--- config.mk ---
export PLATFORM = sky130hd
export DESIGN_NAME = snd_bus_sched
export DESIGN_NICKNAME = d
export VERILOG_FILES = /design/src/rtl/snd_bus_pkg.sv /design/src/rtl/snd_wr_fifo.sv /design/src/rtl/snd_bus_sched.sv
export SDC_FILE = /design/constraint.sdc
export NUM_CORES = 1
export LEC_CHECK = 0
export CAP_MARGIN = 20
export CELL_PAD_IN_SITES_DETAIL_PLACEMENT = 1
export CELL_PAD_IN_SITES_GLOBAL_PLACEMENT = 1
export CORE_MARGIN = 5
export CORE_UTILIZATION = 49
export CTS_CLUSTER_SIZE = 12
export DETAILED_ROUTE_END_ITERATION = 16
export HOLD_SLACK_MARGIN = 0.08
export PLACE_DENSITY_LB_ADDON = 0.05
export SYNTH_ARGS = -nofsm -noshare
export SYNTH_HDL_FRONTEND = slang
export SYNTH_SLANG_ARGS = --single-unit
--- constraint.sdc ---
create_clock -name clk32 -period 3 [get_ports clk32]
set_input_delay 0.3 -clock clk32 [delete_from_list [all_inputs] [get_ports clk32]]
set_output_delay 0.3 -clock clk32 [all_outputs]
set_load 0.05 [all_outputs]
--- src/rtl/snd_bus_pkg.sv ---
// Shared definitions for the sound-chip bus scheduler: target codes,
// FSM states, write-queue entry width and the timer helper.
package snd_bus_pkg;

  localparam logic [1:0] TGT_YM1  = 2'd0;
  localparam logic [1:0] TGT_YM2  = 2'd1;
  localparam logic [1:0] TGT_SAA  = 2'd2;
  localparam logic [1:0] TGT_NONE = 2'd3;

  // Entry layout: {tgt[10:9], a0[8], d[7:0]}
  localparam int ENTRY_W = 11;
  localparam int REC_W   = 10;

  typedef enum logic [2:0] {IDLE, SETUP, STROBE, HOLD, RECOVER} state_t;

  // Timer reload value for a state lasting n cycles; 0 behaves as 1.
  function automatic logic [REC_W-1:0] ticks(input int n);
    return (n < 1) ? '0 : REC_W'(n - 1);
  endfunction

endpackage

--- src/rtl/snd_wr_fifo.sv ---
// Small write queue for the sound bus scheduler; pushes while full are dropped
// even when a pop happens in the same cycle.
module snd_wr_fifo
  import snd_bus_pkg::*;
#(
  parameter int DEPTH = 4
) (
  input  logic                     clk,
  input  logic                     rst_n,
  input  logic                     push,
  input  logic                     pop,
  input  logic [ENTRY_W-1:0]       din,
  output logic [ENTRY_W-1:0]       dout,
  output logic                     full,
  output logic                     empty,
  output logic [$clog2(DEPTH):0]   count
);

  localparam int AW = (DEPTH > 1) ? $clog2(DEPTH) : 1;
  localparam int CW = $clog2(DEPTH) + 1;

  logic [ENTRY_W-1:0] mem [DEPTH];
  logic [AW-1:0]      wr_ptr;
  logic [AW-1:0]      rd_ptr;
  logic               do_push;
  logic               do_pop;

  assign full    = (count == CW'(DEPTH));
  assign empty   = (count == '0);
  assign do_push = push && !full;
  assign do_pop  = pop && !empty;
  assign dout    = mem[rd_ptr];

  always_ff @(posedge clk) begin
    if (do_push) mem[wr_ptr] <= din;
  end

  always_ff @(posedge clk or negedge rst_n) begin
    if (!rst_n) begin
      wr_ptr <= '0;
      rd_ptr <= '0;
      count  <= '0;
    end else begin
      if (do_push) wr_ptr <= wr_ptr + AW'(1);
      if (do_pop)  rd_ptr <= rd_ptr + AW'(1);
      case ({do_push, do_pop})
        2'b10:   count <= count + CW'(1);
        2'b01:   count <= count - CW'(1);
        default: count <= count;
      endcase
    end
  end

endmodule

--- src/rtl/snd_bus_sched.sv ---
// Shared YM/YM/SAA bus scheduler: queued writes and level-held reads with
// setup/strobe/hold/recovery timing. Define SND_BUS_OVF_EN for the sticky ovf flag.
module snd_bus_sched
  import snd_bus_pkg::*;
#(
  parameter int FIFO_DEPTH = 4,
  parameter int T_SETUP    = 2,
  parameter int T_STROBE   = 4,
  parameter int T_HOLD     = 2,
  parameter int YM_AREC    = 160,
  parameter int YM_DREC    = 768,
  parameter int SAA_REC    = 8
) (
  input  logic       clk32,
  input  logic       rst_n,
  input  logic       req,
  input  logic [1:0] req_tgt,
  input  logic       req_a0,
  input  logic [7:0] req_d,
  output logic       req_rdy,
  input  logic       rd_req,
  input  logic       rd_tgt,
  input  logic       rd_a0,
  output logic       rd_ack,
  output logic [7:0] rd_d,
  output logic       bus_a0,
  output logic [7:0] bus_dout,
  output logic       bus_doe,
  input  logic [7:0] bus_din,
  output logic       n_bus_rd,
  output logic       n_bus_wr,
  output logic       n_cs_ym1,
  output logic       n_cs_ym2,
  output logic       n_cs_saa,
  output logic       busy,
  output logic       ovf
);

  localparam int CW = $clog2(FIFO_DEPTH) + 1;

  state_t             state;
  logic [REC_W-1:0]   cnt;
  logic [REC_W-1:0]   rec_ticks;
  logic               is_rd;
  logic [1:0]         cur_tgt;
  logic               cur_a0;

  logic               push;
  logic               pop;
  logic               full;
  logic               empty;
  logic [CW-1:0]      count;
  logic [ENTRY_W-1:0] head;
  logic [1:0]         head_tgt;
  logic               head_a0;
  logic [7:0]         head_d;

  assign req_rdy  = (count < CW'(FIFO_DEPTH)) && !rd_req;
  assign push     = req && req_rdy;
  assign pop      = (state == IDLE) && !empty;
  assign busy     = (state != IDLE) || !empty;
  assign head_tgt = head[10:9];
  assign head_a0  = head[8];
  assign head_d   = head[7:0];

  assign rec_ticks = (is_rd || cur_tgt == TGT_SAA) ? ticks(SAA_REC) :
                     (cur_a0 ? ticks(YM_DREC) : ticks(YM_AREC));

  snd_wr_fifo #(.DEPTH(FIFO_DEPTH)) u_fifo (
    .clk   (clk32),
    .rst_n (rst_n),
    .push  (push),
    .pop   (pop),
    .din   ({req_tgt, req_a0, req_d}),
    .dout  (head),
    .full  (full),
    .empty (empty),
    .count (count)
  );

  always_ff @(posedge clk32 or negedge rst_n) begin
    if (!rst_n) begin
      state    <= IDLE;
      cnt      <= '0;
      is_rd    <= 1'b0;
      cur_tgt  <= TGT_NONE;
      cur_a0   <= 1'b0;
      n_cs_ym1 <= 1'b1;
      n_cs_ym2 <= 1'b1;
      n_cs_saa <= 1'b1;
      n_bus_rd <= 1'b1;
      n_bus_wr <= 1'b1;
      bus_doe  <= 1'b0;
      bus_dout <= '0;
      bus_a0   <= 1'b0;
      rd_ack   <= 1'b0;
      rd_d     <= '0;
    end else begin
      rd_ack <= 1'b0;
      case (state)
        IDLE: begin
          // Queued writes drain before any read is served.
          if (!empty) begin
            if (head_tgt != TGT_NONE) begin
              state    <= SETUP;
              cnt      <= ticks(T_SETUP);
              is_rd    <= 1'b0;
              cur_tgt  <= head_tgt;
              cur_a0   <= head_a0;
              n_cs_ym1 <= (head_tgt != TGT_YM1);
              n_cs_ym2 <= (head_tgt != TGT_YM2);
              n_cs_saa <= (head_tgt != TGT_SAA);
              bus_a0   <= head_a0;
              bus_dout <= head_d;
              bus_doe  <= 1'b1;
            end
          end else if (rd_req) begin
            state    <= SETUP;
            cnt      <= ticks(T_SETUP);
            is_rd    <= 1'b1;
            cur_tgt  <= rd_tgt ? TGT_YM2 : TGT_YM1;
            cur_a0   <= rd_a0;
            n_cs_ym1 <= rd_tgt;
            n_cs_ym2 <= !rd_tgt;
            n_cs_saa <= 1'b1;
            bus_a0   <= rd_a0;
            bus_doe  <= 1'b0;
          end
        end
        SETUP: begin
          if (cnt == '0) begin
            state    <= STROBE;
            cnt      <= ticks(T_STROBE);
            n_bus_rd <= !is_rd;
            n_bus_wr <= is_rd;
          end else begin
            cnt <= cnt - REC_W'(1);
          end
        end
        STROBE: begin
          if (cnt == '0) begin
            state    <= HOLD;
            cnt      <= ticks(T_HOLD);
            n_bus_rd <= 1'b1;
            n_bus_wr <= 1'b1;
            if (is_rd) begin
              rd_ack <= 1'b1;
              rd_d   <= bus_din;
            end
          end else begin
            cnt <= cnt - REC_W'(1);
          end
        end
        HOLD: begin
          if (cnt == '0) begin
            state    <= RECOVER;
            cnt      <= rec_ticks;
            n_cs_ym1 <= 1'b1;
            n_cs_ym2 <= 1'b1;
            n_cs_saa <= 1'b1;
            bus_doe  <= 1'b0;
          end else begin
            cnt <= cnt - REC_W'(1);
          end
        end
        RECOVER: begin
          if (cnt == '0) state <= IDLE;
          else           cnt   <= cnt - REC_W'(1);
        end
        default: state <= IDLE;
      endcase
    end
  end

`ifdef SND_BUS_OVF_EN
  always_ff @(posedge clk32 or negedge rst_n) begin
    if (!rst_n)          ovf <= 1'b0;
    else if (req && full) ovf <= 1'b1;
  end
`else
  assign ovf = 1'b0;
`endif

endmodule

==> flow_results.org <==
** Placed design
- Gp weighted congestion :: 0.946
- The count of buffers added on input and output ports is 50.
- The number of placed instances, taps included, is 459.
- Summing all placed instances gives a cell area of 0.00477 mm2.
- The wire-length estimate of the detail-placed layout is a little under 7000 um.

** Pwr
- Part of the total power dissipated in combinational logic :: 39.7%
- Register share of total power :: between 40 and 50%
- Switch share :: 40.1%
- The internal portion of the total power is 0.00265 W.
- The analysis attributes to net switching a power of about 0.0018 W.
- Power Density :: 891 mW/mm2
- Leak pwr :: 1.91 nW
- Total power for the finished layout comes to ~0.0044 W.
- Worst IR Drop VDD :: 0.000488 V
- Clock Power Share :: 17.7%

** Floorplan
- Die outline height :: 101 um
- The total area inside the core boundary comes to 0.00818 mm2.
- Pin placement for this block handled 52 I/O pins.
- Effective utilization at floorplan :: 50.1%
- The die covers between 0.01 and 0.015 mm2.
- Row generation in the floorplan step produced 33 rows.
- The die is 101 um wide.

** Cells and area
- Final standard cell count with taps included and fillers excluded :: 476
- After filler insertion, the fill cell instance count of the layout stands at 821.
- Non-Filler Cell Area, Final :: 0.00496 mm2
- Final nets :: 399
- The number of antenna diodes in the final layout is 0.
- Cells with a size suffix above 1 make up 19.4% of the layout.
- From synthesis to final layout, the design area changed by 21.1%.

** Synth
- The synthesized design devotes to its leading area cell type 32.2% of total area.
- In this run, synthesis produced a sequential element count of 91.
- Net count of the mapped netlist :: approximately 340
- Each instance of the synthesized netlist takes up on average 13.6 um2.
- YS warnings :: 0
- Of the total synthesized cell area, the portion taken by XOR and XNOR cells is between 1 and 1.5%.
- Summing the areas of all compound-gate instances in the mapped netlist gives 9.56% of the synthesized area.
- Combinational family with the most area after synthesis :: simple AND/OR/NAND/NOR gates
- Synthesis produced a netlist whose cell count is 302.
- Count of flip-flops with a built-in enable after synthesis :: between 40 and 50
- Most area-consuming cells after synthesis :: edfxtp_1 (32%), dfrtp_1 (24%), mux4_2 (6.0%)
- Yosys mapped the design onto 56 distinct sky130hd cell types.
- Fraction of registers with async set or reset after synthesis :: 51.6%
- Summing the sequential cell areas from Yosys gives about three fifths of the chip area.
- Measured against the total synthesized area, the mux share comes to 11.2%.
- Adder-cell share of the synthesized area :: 2.63%
- Cell taking the most area after synthesis :: edfxtp_1
- Most used DFF post-synth :: edfxtp_1
- Of the total synthesized cell area, the portion taken by AND, OR, NAND and NOR gates is 11.8%.
- Cell area after technology mapping :: 0.00410 mm2

** Clock tree
- Root cell of the clock tree :: clkbuf_8
- CTS HTree Levels :: 3
- Num CTS Buffers :: 9
- Maximum buffer depth of the clock tree :: 2
- Count of clock tree sinks :: 91
- Clock-pin slew was measured on the worst setup and hold paths at roughly 0.1 ns.
- Clock Latency Late Sink :: approximately 0.37 ns
- Number of cells upsized or downsized after cts :: 0
- TritonCTS built the clock tree.
- Post-CTS setup repair buffer count :: 0

** Drt
- First-pass iteration count of the detailed router :: 4
- After detailed routing, the total wire length is 9290 um.
- DR iter-0 viols :: 105
- Across all layers, the routed design uses 2719 vias.
- Ratio of routed vias to standard cells :: between 5 and 6
- In the routed design, unresolved DRC markers number 0.
- Average wire per standard cell :: 19.5 um
- Number of antenna-violating nets in the routed design :: 0

** Min path
- Min-delay worst type :: primary input to async pin

** Global routing
- Remaining global-route overflow :: 0
- Global-route total usage across every layer :: about a fifth
- The first global-routing pass estimated 15400 um of wire.
- Number of antenna violations at the first check in global routing :: 0
- Entering global routing, the biggest net connects 30 pins.
- Vias in the first global route :: 3015

** STA
- Setup total negative slack on the finished layout was measured at 0 ns.
- After layout, the worst path uses 82.3% of the clock period.
- For the pin with the worst max-slew slack, the measured transition is 0.694 ns.
- Final setup violation count :: 0
- Number of slew-limit violations in the final report :: 0
- The total count of hold-check failures in the final report is 0.
- The clock arrives with 0.0144 ns of skew.
- Subtracting the final worst setup slack from the clock period gives between 2 and 2.5 ns.
- RSZ-0062 raised after global routing :: no
- Highest achievable clock rate :: just over 0.4 GHz
- Slew margin rel. :: 53.7%

** Run
- # Max-Cap Violations :: 0

** Worst setup path
- The signal on the critical path passes through nor3_1 > nand2_1 > clkdlybuf4s50_1.
- Kind of end point of the critical path :: output pin
- Worst Path Class, Setup :: flip-flop to output pin
- The slowest stage of the critical path is the clkdlybuf4s50_1 cell.
- Crit-path max FO :: 5
- WP data required :: 2.70 ns
- For this run, the slowest stage of the critical path takes between 0.7 and 0.8 ns.
- Startpoint type of the worst setup path :: flip-flop
- For the worst setup path, the data arrival time is 2.17 ns.
- The setup check on the worst reg-to-reg path leaves a slack of roughly 0.56 ns.

** Run status
- The flow ran to the end, and the final reports show no timing, DRC or antenna violations.
power groups by stage:
stage | clock, W | combinational [W] | sequential (W)
after floorplan | 0 | 0.000923 | 0.00216
after global placement | 0 | 0.00171 | 0.00189
after detailed placement | 0 | 0.00176 | 0.00192
after CTS | 0.000796 | 0.00177 | 0.00189
after global routing | 0.000854 | 0.00189 | 0.00193
final | 0.000780 | 0.00175 | 0.00189
critical path, delay by kind of cell (launching register included):
| family | cells | cell delay, ns |
|---|---|---|
| buffers and inverters | 1 | 0.74 |
| flip-flops | 1 | 0.43 |
| AND/OR/NAND/NOR | 2 | 0.63 |
path summary, 6_finish.rpt:
| kind | start | to | cells past startpoint |
|---|---|---|---|
| hold reg to reg | cur_tgt[0]$_DFFE_PN1P_ | cur_tgt[0]$_DFFE_PN1P_ | 2 |
| min in group clk32 | cur_tgt[0]$_DFFE_PN1P_ | cur_tgt[0]$_DFFE_PN1P_ | 2 |
| setup / recovery | u_fifo.count[1]$_DFFE_PN0P_ | busy | 3 |
| max in group asynchronous | rst_n | n_bus_wr$_DFFE_PN1P_ | 3 |
| hold / removal | rst_n | bus_dout[4]$_DFFE_PN0P_ | 2 |
| setup reg to reg | state[1]$_DFFE_PN0P_ | u_fifo.count[2]$_DFFE_PN0P_ | 8 |
logic make-up after synthesis:
| kind of cell | count (synthesis) |
|---|---|
| AOI/OAI and AO/OA | 59 |
| DFF | 91 |
| other | 1 |
| adders and majority gates | 8 |
| xor gates and xnor gates | 7 |
| buffers and inverters | 21 |
| muxes | 30 |
| and+or+nand+nor | 85 |
placed cells by master, fill, tap and decap left out, drive strengths merged, types with 6 or more instances in the layout:
| cell | count |
|---|---|
| a31oi | 7 |
| mux2 | 16 |
| buf | 11 |
| nor4 | 6 |
| o21ai | 16 |
| nand2 | 29 |
| a21oi | 8 |
| nor2 | 16 |
| nor3 | 9 |
| ha | 7 |
| inv | 17 |
| edfxtp | 44 |
| clkdlybuf4s50 | 49 |
| clkbuf | 9 |
| dfstp | 7 |
| mux4 | 11 |
| dfrtp | 40 |
cells in the mapped netlist, types with 2 or more instances:
library cell and count:
edfxtp_1 44, dfrtp_1 40, nand2_1 29, mux2_2 16, nor2_1 16, o21ai_0 15, inv_1 13, mux4_2 11
a21oi_1 8, nor3_1 8, a31oi_1 7, dfstp_2 7, ha_1 7, a211oi_1 5, o211ai_1 5, and3_1 4
clkbuf_1 4, nand3_1 4, o22a_1 4, xor2_1 4, mux2i_1 3, nor4_1 3, nor4_4 3, xnor2_1 3
and2_1 2, buf_1 2, nor2b_1 2, o22ai_1 2, o31a_1 2, o31ai_1 2, or3_1 2
flip-flops by register name (all words and copies together), names as in the netlist, 2 cells and up:
| register | flops |
|---|---|
| u_fifo.rd_ptr | 2 |
| rd_d | 8 |
| u_fifo.mem | 44 |
| u_fifo.wr_ptr | 2 |
| cnt | 10 |
| bus_dout | 8 |
| u_fifo.count | 3 |
| cur_tgt | 2 |
| state | 3 |
metrics by stage:
step           worst slack, ns  utilization, %  hold slack, ns
6_report                 0.531            60.7           0.492
5_1_grt                  0.362            60.7           0.531
4_1_cts                  0.525            60.7           0.499
3_5_place_dp             0.530            58.3           0.393
3_3_place_gp             0.663            58.3           0.389
2_1_floorplan            0.615               -         0.00441
layer usage:
metal	track usage, %	vias to the layer above	routed length [um]
met5	0	-	0
met4	4.81	0	109
met3	5.23	11	547
met2	31.2	70	4380
met1	27.1	1378	4250
li1	-	1260	-
cell type report:
| cell class | instances | area, um2 | share of cell area (%) |
|---|---|---|---|
| well taps | 105 | 131 | 2.65 |
| repair buffers | 61 | 581 | 11.7 |
| inverters | 13 | 48.8 | 0.984 |
| multi-input cells | 190 | 1510 | 30.5 |
| clock buffers | 9 | 124 | 2.50 |
| clock inverters | 7 | 57.6 | 1.16 |
| flip-flops and latches | 91 | 2510 | 50.5 |
repair_timing:
item                                   4_1_cts  5_1_grt
endpoints found under the hold margin       22        0
hold buffers                                 1        0
setup endpoints to repair                    0        0
Note: power is estimated with default switching activity, not from simulation.
